$ cat config.mk
export PLATFORM = sky130hd
export DESIGN_NAME = uart_broadcast_sequencer
export DESIGN_NICKNAME = d
export VERILOG_FILES = /design/src/rtl/uart_broadcast_sequencer.sv
export SDC_FILE = /design/constraint.sdc
export NUM_CORES = 1
export LEC_CHECK = 0
export CAP_MARGIN = 20
export CELL_PAD_IN_SITES_DETAIL_PLACEMENT = 1
export CELL_PAD_IN_SITES_GLOBAL_PLACEMENT = 2
export CORE_ASPECT_RATIO = 1.25
export CORE_MARGIN = 1
export CORE_UTILIZATION = 25
export DETAILED_ROUTE_END_ITERATION = 12
export PLACE_DENSITY_LB_ADDON = 0.1
export SETUP_SLACK_MARGIN = 0.02
export SYNTH_ARGS = -nofsm -noshare
export SYNTH_HDL_FRONTEND = slang
export SYNTH_SLANG_ARGS = --single-unit
$ cat constraint.sdc
create_clock -name clk -period 2.5 [get_ports clk]
set_clock_uncertainty 0.05 [all_clocks]
set_input_delay 0.5 -clock clk [delete_from_list [all_inputs] [get_ports clk]]
set_output_delay 0.5 -clock clk [all_outputs]
set_load 0.01 [all_outputs]
$ cat src/rtl/uart_broadcast_sequencer.sv
// Frame sequencer: requests one SPI sample, broadcasts it as two bytes to every
// UART TX instance, then fires the shoot pulse and waits a programmable gap.
module uart_broadcast_sequencer #(
    parameter int unsigned NUM_MODULES    = 9,
    parameter int unsigned SHOOT_CYCLES   = 24,
    parameter int unsigned GAP_CYCLES     = 256,
    parameter int unsigned TIMEOUT_CYCLES = 4096,
    parameter logic [11:0] PIPE_CODE      = 12'hFFF,
    parameter logic [3:0]  PIPE_ID        = 4'hA
) (
    input  logic                   clk,
    input  logic                   reset,
    input  logic                   enable,
    output logic                   req_sample,
    input  logic                   sample_valid,
    input  logic [11:0]            sin_index,
    input  logic [3:0]             uart_id,
    output logic [7:0]             data_to_tx,
    output logic [NUM_MODULES-1:0] start_tx,
    input  logic [NUM_MODULES-1:0] tx_busy,
    output logic                   shoot,
    output logic                   frame_done,
    output logic                   pipe_req,
    output logic                   err_timeout,
    input  logic                   err_clear,
    output logic [3:0]             state_dbg
);
    typedef enum logic [3:0] {
        IDLE        = 4'd0,
        REQUEST     = 4'd1,
        WAIT_SAMPLE = 4'd2,
        SEND_HI     = 4'd3,
        WAIT_HI     = 4'd4,
        SEND_LO     = 4'd5,
        WAIT_LO     = 4'd6,
        SHOOT       = 4'd7,
        GAP         = 4'd8
    } state_t;

    // One shared counter serves the wait timeout, the shoot width and the gap.
    localparam int unsigned CNT_MAX_A = (SHOOT_CYCLES > GAP_CYCLES) ? SHOOT_CYCLES : GAP_CYCLES;
    localparam int unsigned CNT_MAX   = (TIMEOUT_CYCLES > CNT_MAX_A) ? TIMEOUT_CYCLES : CNT_MAX_A;
    localparam int unsigned CW        = (CNT_MAX > 1) ? $clog2(CNT_MAX) : 1;

    localparam logic [CW-1:0] CNT_LAST   = CW'(CNT_MAX - 1);
    localparam logic [CW-1:0] SHOOT_LAST = CW'(SHOOT_CYCLES - 1);
    localparam logic [CW-1:0] GAP_LAST   = CW'(GAP_CYCLES - 1);
    localparam logic [CW-1:0] TO_LAST    = CW'(TIMEOUT_CYCLES - 1);

    state_t        state;
    state_t        state_next;
    logic [CW-1:0] cnt;
    logic [7:0]    lo_byte;
    logic          seen_busy;
    logic          timeout_hit;
    logic          is_pipe;
    logic          all_idle;
    logic          wait_expired;

    always_comb begin
        state_next   = state;
        timeout_hit  = 1'b0;
        is_pipe      = (sin_index == PIPE_CODE) && (uart_id == PIPE_ID);
        all_idle     = ~|tx_busy;
        wait_expired = (cnt == TO_LAST);
        case (state)
            IDLE:        if (enable) state_next = REQUEST;
            REQUEST:     state_next = WAIT_SAMPLE;
            WAIT_SAMPLE: begin
                if (sample_valid) begin
                    state_next = is_pipe ? IDLE : SEND_HI;
                end else if (wait_expired) begin
                    timeout_hit = 1'b1;
                    state_next  = IDLE;
                end
            end
            SEND_HI:     state_next = WAIT_HI;
            WAIT_HI: begin
                if (seen_busy && all_idle) begin
                    state_next = SEND_LO;
                end else if (wait_expired) begin
                    timeout_hit = 1'b1;
                    state_next  = IDLE;
                end
            end
            SEND_LO:     state_next = WAIT_LO;
            WAIT_LO: begin
                if (seen_busy && all_idle) begin
                    state_next = SHOOT;
                end else if (wait_expired) begin
                    timeout_hit = 1'b1;
                    state_next  = IDLE;
                end
            end
            SHOOT:       if (cnt == SHOOT_LAST) state_next = GAP;
            GAP:         if (cnt == GAP_LAST) state_next = enable ? REQUEST : IDLE;
            default:     state_next = IDLE;
        endcase
    end

    assign req_sample = (state == REQUEST);
    assign start_tx   = {NUM_MODULES{(state == SEND_HI) || (state == SEND_LO)}};
    assign shoot      = (state == SHOOT);
    assign state_dbg  = state;

    // data_to_tx is loaded on the edge that enters SEND_HI/SEND_LO so the byte
    // is already valid in the cycle start_tx is high.
    always_ff @(posedge clk or negedge reset) begin
        if (!reset) begin
            state       <= IDLE;
            cnt         <= '0;
            lo_byte     <= '0;
            data_to_tx  <= '0;
            seen_busy   <= 1'b0;
            pipe_req    <= 1'b0;
            frame_done  <= 1'b0;
            err_timeout <= 1'b0;
        end else begin
            state <= state_next;

            if (state_next != state) begin
                cnt <= '0;
            end else if (cnt != CNT_LAST) begin
                cnt <= cnt + CW'(1);
            end

            pipe_req   <= 1'b0;
            frame_done <= 1'b0;

            if (state == WAIT_SAMPLE && sample_valid) begin
                lo_byte <= {sin_index[3:0], uart_id};
                if (is_pipe) begin
                    pipe_req <= 1'b1;
                end else begin
                    data_to_tx <= sin_index[11:4];
                end
            end

            if (state == WAIT_HI && state_next == SEND_LO) begin
                data_to_tx <= lo_byte;
            end

            if (state == SEND_HI || state == SEND_LO) begin
                seen_busy <= 1'b0;
            end else if ((state == WAIT_HI || state == WAIT_LO) && !all_idle) begin
                seen_busy <= 1'b1;
            end

            if (state == SHOOT && state_next == GAP) begin
                frame_done <= 1'b1;
            end

            if (timeout_hit) begin
                err_timeout <= 1'b1;
            end else if (err_clear) begin
                err_timeout <= 1'b0;
            end
        end
    end
endmodule

Word-level counts from Yosys, hierarchy flattened
Cells that the tools add are included.
{"block": "classes", "n_div": 0, "add_sub_neg": 1, "shifts": 0, "mux": 26, "bitwise": 0, "multipliers": 0, "n_eq_ne": 18, "magnitude_cmp": 0, "n_reduce_logical": 17}
{"op": "one-hot mux 4 bit (9 select lines)", "count": 1}
{"op": "two-way mux 4 bit", "count": 7}
{"op": "== test 12 bit (second input constant)", "count": 2}
{"op": "two-way mux 12 bit", "count": 2}
{"op": "two-way mux 8 bit", "count": 3}
{"op": "== test 4 x 3 -> 1 bit (second input constant)", "count": 5}
{"op": "adder 12 x 1 -> 12 bit (second input constant)", "count": 1}
{"op": "== test 12 x 5 -> 1 bit (second input constant)", "count": 1}
{"op": "== test 12 x 8 -> 1 bit (second input constant)", "count": 1}
{"op": "== test 4 bit (second input constant)", "count": 3}
{"op": "inequality test 12 bit (second input constant)", "count": 1}
{"op": "two-way mux 1 bit", "count": 11}
{"op": "OR reduction 9 bit", "count": 1}
{"op": "== test 4 x 2 -> 1 bit (second input constant)", "count": 2}
{"op": "nonzero test 2 bit", "count": 4}
{"op": "logical AND 1 bit", "count": 6}
{"op": "== test 4 x 1 -> 1 bit (second input constant)", "count": 1}
{"op": "zero test 4 bit", "count": 1}
{"op": "inequality test 4 bit", "count": 1}
{"op": "logical OR 1 bit", "count": 2}
{"op": "two-way mux 2 bit", "count": 1}
{"op": "inequality test 2 x 1 -> 1 bit (second input constant)", "count": 1}
{"op": "one-hot mux 1 bit (2 select lines)", "count": 1}
{"op": "AND reduction 2 bit", "count": 1}
{"op": "2 further kinds", "count": 2}
{"block": "totals", "mem_count": 0, "ff_bits": 36, "mem_bits_ro": 0, "latch_bits": 0, "mem_bits_rw": 0, "out_inout_bits": 26}

Longest topological paths before layout
Gate-level depths: netlist of run 1.
{"block": "depth", "ltp_word": 9, "ltp_mapped": 7, "depth_no_buf": 6}

Worst setup path after synthesis of run 1
No wires, ideal clock.
{"block": "synth_path", "path_kind": "in2reg", "startpoint": "input sin_index[6]", "endpoint": "register data_to_tx[0]", "required_ns": 2.383, "setup_slack_ns": 0.311, "n_path_buf": 1, "setup_time_ns": 0.067, "cell_stages": 5, "arrival_ns": 2.072, "path_cell_list": "nand4_1 > or4_2 > clkbuf_1 > a21oi_1 > a221o_1"}
{"block": "synth_via", "elab_chain_cells": 9, "elab_cells_between_ends": 11, "cone_classes": "3 x eq/ne; 4 x mux; 4 x reduce/logical"}
{"element": "start, declared", "line_no": "16", "rtl": "input logic [11:0] sin_index,"}
{"element": "== test 12 bit *", "line_no": "63", "rtl": "is_pipe = (sin_index == PIPE_CODE) && (uart_id == PIPE_ID);"}
{"element": "logical AND 1 bit *", "line_no": "63"}
{"element": "two-way mux 2 bit", "line_no": "71", "rtl": "state_next = is_pipe ? IDLE : SEND_HI;"}
{"element": "two-way mux 4 bit", "line_no": "70", "rtl": "if (sample_valid) begin"}
{"element": "one-hot mux 4 bit (9 select lines)", "line_no": "66", "rtl": "case (state)"}
{"element": "== test 4 x 3 -> 1 bit", "line_no": "139", "rtl": "if (state == WAIT_HI && state_next == SEND_LO) begin"}
{"element": "logical AND 1 bit", "line_no": "139"}
{"element": "inequality test 2 x 1 -> 1 bit (no source line) / nonzero test 2 bit (equally long branches)"}
{"element": "AND reduction 2 bit (no source line)"}
{"element": "end signal, assigned", "line_no": "135", "rtl": "data_to_tx <= sin_index[11:4];"}
{"element": "end signal, assigned", "line_no": "140", "rtl": "data_to_tx <= lo_byte;"}
{"element": "end, declared", "line_no": "18", "rtl": "output logic [7:0] data_to_tx,"}
Mark *: on every way between the ends. The rest lies on a longest branch, timed or not.
A chain may end at the register's enable or synchronous reset.

Worst setup path after layout of run 1
{"block": "layout_path", "startpoint": "register state[2], in the netlist state_dbg[2]", "endpoint": "output start_tx[8]"}
{"block": "layout_via", "elab_chain_cells": 2, "elab_cells_between_ends": 3, "cone_classes": "2 x eq/ne; 1 x reduce/logical"}
{"element": "start, declared", "line_no": "50", "rtl": "state_t state;"}
{"element": "start signal, assigned", "line_no": "119", "rtl": "state <= state_next;"}
{"element": "== test 4 x 2 -> 1 bit / == test 4 x 3 -> 1 bit (equally long branches)", "line_no": "102", "rtl": "assign start_tx = {NUM_MODULES{(state == SEND_HI) || (state == SEND_LO)}};"}
{"element": "logical OR 1 bit *", "line_no": "102"}
{"element": "end, declared", "line_no": "19", "rtl": "output logic [NUM_MODULES-1:0] start_tx,"}
Marks and branches as above.

==> results by group, run 1 <==
Final layout
  • Fin nets: 309
  • P&R area growth vs syn: 39.53%
  • Non-filler cells in the finished layout: 376
  • Ant diodes: 0
  • Fraction of layout cells with a size suffix above 1: 23.30%
  • Design area: 2959 um2
  • Most frequent cells in the layout: clkdlybuf4s50_1, dfrtp_1, buf_4
  • Commonest non-fill, non-tap cell in the layout: clkdlybuf4s50_1

Timing
  • Final Max Tran Viols: 0
  • RSZ-0062 raised after global routing: false
  • Final setup fails: 0
  • Max Fclk: 427.5 MHz
  • Relative slew slack: 43.70%
  • Worst setup margin: 0.1609 ns
  • Hold Vio Cnt, Final: 0
  • Worst-Margin Slew: 0.8445 ns
  • Final period util: 93.56%
  • Tmin final: 2.339 ns

GRT
  • Total GRT Usage: 14.87%
  • Largest net degree at the start of global routing: 37
  • Initial antenna violation count: 0
  • Final global-route overflow total: 0
  • First-pass GRT wire length: 10.37 mm
  • Vias in the first global route: 1989

Synthesis
  • Netlist cell types: 51
  • Main combinational cell family by area after synthesis: simple AND/OR/NAND/NOR gates
  • Post-Synth Adder-Cell Area: 0.5900%
  • Mapped Cells: 210
  • Post-Syn Nets: 241
  • Ys Warns: 0
  • Proportion of synthesized area in mux cells: 6.195%
  • Syn Area/Cell: 10.10 um2
  • Sequential area share after synthesis: 42.48%
  • Mapped Area: 2121 um2
  • Flops & latches, synth: 36
  • Xor and xnor area share after synthesis: 1.239%
  • Async SR Flop Fraction: 100.0%
  • Post-Synth Simple-Gate Area: 26.43%
  • Post-synth top flop: dfrtp_1
  • Complex-gate fraction of the synthesized area: 15.58%
  • EDFF count, synth: 0

Floorplanning
  • Num ports: 56
  • Die Span Y: 105.0 um
  • FP Rows: 37
  • Placeable core area: 8240 um2
  • Initial Utilization: 25.74%
  • Die Area: 8858 um2
  • Die X: 84.38 um

Clock network
  • # clock sinks: 36
  • Clock latency on the worst-skew pair: 0.30 ns
  • Max Root-Sink Buffers: 2
  • Clk root buf: clkbuf_8
  • TritonCTS buffer count: 5
  • CTS tree: built
  • H-Tree Depth: 2
  • Clock Pin Slew Worst Setup and Hold Paths: 0.08 ns

Routing
  • Avg Vias per Cell: 4.995
  • DR iter-0 viols: 78
  • DRC viols: 8
  • Routed Antenna Nets: 0
  • Final WL: 6.146 mm
  • DR pass1 iterations: 8
  • Vias: 1878
  • WL/cell: 16.35 um

Power
  • Power Total: 2.566 mW
  • Lkg Pwr: 1.212 nW
  • Peak VDD IR: 0.2316 mV
  • Pwr Density: 867.1 nW/um2

Setup path
  • CP Launch Type: flip-flop
  • Top Family by Delay on Critical Path: buffers and inverters
  • Reg2reg end: data_to_tx[5]
  • Worst setup EP type: output port
  • CP bufs+invs: 2
  • Critical path, cell by cell: xnor2_1 > nor2_1 > buf_4 > clkdlybuf4s50_1
  • Max FO, Critical Path: 11
  • Req. time, crit path: 1.95 ns
  • Worst reg2reg startpoint: cnt[0]
  • FF-to-FF path depth: 6
  • Slowest stage cell, crit path: clkdlybuf4s50_1
  • R2r setup slk: 0.21 ns
  • CP peak stage delay: 0.54 ns
  • Worst Path Arrival: 1.79 ns
  • Critical path class: flip-flop to output port

Place
  • Dpl hpwl: 4.728 mm
  • DP Worst Slack: -0.2344 ns
  • Dpl cells: 368
  • Placed inst area: 2843 um2
  • Port Buffer Count: 55
  • GPL Wtd Cong: 0.7330

Worst hold path
  • Worst Hold Class: input port to asynchronous set/reset pin

Status
  • Outcome: finished, violations left
  • Failing checks: design-rule violations

Run
  • Max cap viols: 0
==> kinds of logic (layout without fill, tap and decap cells) <==
kind of cell	after synthesis	count (layout)
compound gates	39	39
xor+xnor	3	3
fa+ha+maj	1	1
buf+inv	25	94
flops	36	36
mux	12	12
simple gates	94	94
==> flip-flops by register name, summed over array words and instances, names as in the netlist <==
name,count
cnt,12
data_to_tx,8
err_timeout,1
frame_done,1
lo_byte,8
pipe_req,1
seen_busy,1
state_dbg,4
==> how the worst max path moves through the flow <==
stage,start,endpoint,slack (ns),depth (start not counted)
detailed placement,sin_index[6],data_to_tx[2],-0.23,6
finish,state_dbg[2],start_tx[8],0.16,4
floorplan,sin_index[6],data_to_tx[0],0.31,5
global placement,sin_index[1],data_to_tx[5],-0.24,6
global route,state_dbg[3],start_tx[2],0.04,4
CTS,sin_index[6],data_to_tx[5],0.07,6
==> power by group <==
group	total [mW]	internal (mW)	switching, mW
combinational	1.14	0.644	0.492
sequential	0.904	0.758	0.145
clock	0.526	0.295	0.230
==> through the flow <==
step | util, % | setup TNS (ns) | hold WS, ns
after floorplan | - | 0 | 0.1544
after global placement | 34.50 | -1.880 | 0.4325
after detailed placement | 34.50 | -1.822 | 0.4439
after CTS | 35.85 | 0 | 0.2894
after global routing | 35.91 | 0 | 0.3314
final | 35.91 | 0 | 0.2553
==> per-layer routing <==
metal | vias to the layer above | global-route usage [%] | share of wire, %
met5 | - | 0 | 0
li1 | 921 | - | -
met3 | 7 | 2.607 | 3.4
met1 | 913 | 19.09 | 45
met2 | 37 | 25.06 | 50
met4 | 0 | 5.206 | 1.3
==> synthesized netlist by cell type (2+ instances only) <==
cell type	number	area, um2
nor4b_1	5	43.79
buf_2	2	10.01
a31oi_1	3	18.77
nor4_1	3	18.77
nor2_1	13	48.80
a21oi_1	3	15.01
o31ai_1	2	15.01
and3_1	6	37.54
nand3_1	9	45.04
nand2_1	14	52.55
mux2_2	9	101.4
and3_2	6	45.04
mux2i_1	3	30.03
o211ai_1	5	37.54
inv_1	5	18.77
nor2b_1	2	12.51
and4_2	2	20.02
xnor2_1	2	17.52
a21boi_0	2	15.01
o21ai_0	7	35.03
buf_6	3	33.78
nor3_1	14	70.07
dfrtp_1	36	900.9
buf_4	8	60.06
clkbuf_1	6	22.52
a221o_1	8	80.08
nand3_2	2	20.02
nand4_1	6	37.54
o311ai_0	2	17.52
==> worst register-to-register path, cell delays in order (launching register included) <==
cell and delay, ns:
dfrtp_1 0.41, ha_2 0.26, nand4_2 0.22, or3_2 0.58
nor2_1 0.20, a311oi_4 0.11, a221o_1 0.33
==> cell type report <==
cell class,instances,area [um2]
fillers,941,5281
multi-input cells,149,1066
flip-flops and latches,36,900.9
repair buffers,81,740.7
well taps,97,121.4
clock buffers,5,68.82
clock inverters,3,42.54
inverters,5,18.77
==> what timing repair did <==
item / CTS / global route
setup endpoints to repair: 0 / 16
resized for setup: 0 / 3
setup buffers: 0 / 0
hold buffers: 0 / 0
Power figures use the tool's default switching activity.
==> inputs of run 2 (changes only) <==
GPL_TIMING_DRIVEN = 0   (was not set)
REMOVE_ABC_BUFFERS = 1   (was not set)
SKIP_LAST_GASP = 1   (was not set)
==> results by group, run 2 (synthesis gave the netlist of run 1 again) <==
Timing
  • RSZ-0062 raised after global routing: false
  • Worst-Margin Slew: 0.5513 ns
  • Relative slew slack: 63.08%
  • Final Max Tran Viols: 0
  • Max Fclk: 414.9 MHz
  • Tmin final: 2.410 ns
  • Final period util: 96.40%
  • Setup TNS Final: 0 ns
  • Hold Vio Cnt, Final: 0
  • Worst setup margin: 0.08999 ns
  • Final setup fails: 0

Final layout
  • Commonest non-fill, non-tap cell in the layout: clkdlybuf4s50_1
  • Top Registers: cnt: 12 flops, data_to_tx: 8 flops, lo_byte: 8 flops
  • Largest Register: cnt
  • Final Core Density: 36.02%
  • Fraction of layout cells with a size suffix above 1: 24.25%
  • Most frequent cells in the layout: clkdlybuf4s50_1, dfrtp_1, nor3_1, nand2_1, buf_4
  • Max FFs per register: 12
  • Ant diodes: 0
  • P&R area growth vs syn: 39.94%
  • Fin nets: 298

Status
  • Failing checks: design-rule violations
  • Outcome: finished, violations left

Setup path
  • Req. time, crit path: 2.62 ns
  • CP Launch Type: input port
  • Max FO, Critical Path: 8
  • Worst Path Arrival: 2.53 ns
  • R2r setup slk: 0.18 ns
  • Worst setup EP type: flip-flop
  • Reg2reg end: data_to_tx[0]
  • Critical path class: input port to flip-flop
  • FF-to-FF path depth: 7
  • Worst reg2reg startpoint: cnt[0]

GRT
  • Largest net degree at the start of global routing: 27
  • Total GRT Usage: 14.82%
  • Vias in the first global route: 1976
  • Final global-route overflow total: 0
  • First-pass GRT wire length: 10.48 mm
  • Initial antenna violation count: 0

Routing
  • DRC viols: 4
  • Routed Antenna Nets: 0
  • DR iter-0 viols: 80
  • DR pass1 iterations: 8
  • Vias: 1859
  • Avg Vias per Cell: 5.093
  • WL/cell: 17.10 um
  • Final WL: 6.241 mm

Clock network
  • Clock latency on the worst-skew pair: 0.29 ns
  • TritonCTS buffer count: 5
  • # clock sinks: 36
  • Clock Pin Slew Worst Setup and Hold Paths: 0.08 ns
  • Clk root buf: clkbuf_8
  • CTS tree: built
  • Max Root-Sink Buffers: 2
  • H-Tree Depth: 2

Place
  • Dpl hpwl: 4.641 mm
  • DP Worst Slack: -0.6214 ns
  • GPL Wtd Cong: 0.7276
  • Port Buffer Count: 55

Floorplanning
  • Die X: 84.38 um
  • Num ports: 56
  • Die Area: 8858 um2
  • Die Span Y: 105.0 um
  • FP Rows: 37
  • Initial Utilization: 25.74%
  • Placeable core area: 8240 um2

Power
  • Power Total: 2.628 mW
  • Pwr Density: 885.3 nW/um2
  • Lkg Pwr: 1.184 nW
  • Peak VDD IR: 0.2281 mV

Worst hold path
  • Worst Hold Class: input port to asynchronous set/reset pin

Run
  • Max cap viols: 0
[run 2: cell types whose count changed in the layout (fill, tap and decap cells not counted), sizes merged]
cell | previous run | this run
buf | 27 | 16
[run 2: cell type report]
type,count,area (um2)
Multi-Input combinational cell,149,1140
Tap cell,97,121.4
Clock buffer,5,68.82
Sequential cell,36,905.9
Timing Repair Buffer,70,670.6
Fill cell,921,5273
Inverter,5,18.77
Clock inverter,3,42.54
[run 2: critical path: stages]
cell and delay (ns):
clkdlybuf4s50_1 0.43, nand4bb_1 0.20, or4_4 0.59, a21oi_4 0.21, a311oi_4 0.11, buf_4 0.19, a221o_1 0.30
[run 2: worst max path at each step]
stage / startpoint / end / cells after the start
finish: uart_id[2] / data_to_tx[0] / 7
global route: uart_id[2] / data_to_tx[5] / 7
CTS: state_dbg[2] / start_tx[0] / 3
detailed placement: sin_index[7] / data_to_tx[7] / 5
global placement: cnt[0] / cnt[5] / 6
floorplan: cnt[0] / cnt[2] / 6
[run 2: repair_timing]
item / in CTS / in global routing
buffers inserted: 1 / 10
setup endpoints to repair: 29 / 29
gates resized for setup: 11 / 6
hold buffers: 0 / 0
pin swaps: 1 / 4
[run 2: metrics by stage]
step                hold slack [ns]  std cells  instance area, um2
finish                      0.03849        365                2968
detailed placement           0.3615        346                2698
CTS                         0.04158        355                2861
global placement             0.4254        342                2653
floorplan                    0.1544        190                1981
global route                0.05178        365                2968
[run 2: where the power goes]
group / internal, mW / switching, mW
Clock: 0.296 / 0.234
Combinational: 0.666 / 0.511
Sequential: 0.762 / 0.160
[run 2: metal layers]
layer  GRT usage [%]  part of all wire, %  wire (um)  vias to the layer above
met5               0                    0          0                        -
met4           3.632                 0.72         45                        0
met3           2.607                  2.9        183                        5
met2           25.35                   50       3145                       28
met1           19.34                   46       2866                      918
li1                -                    -          -                      908
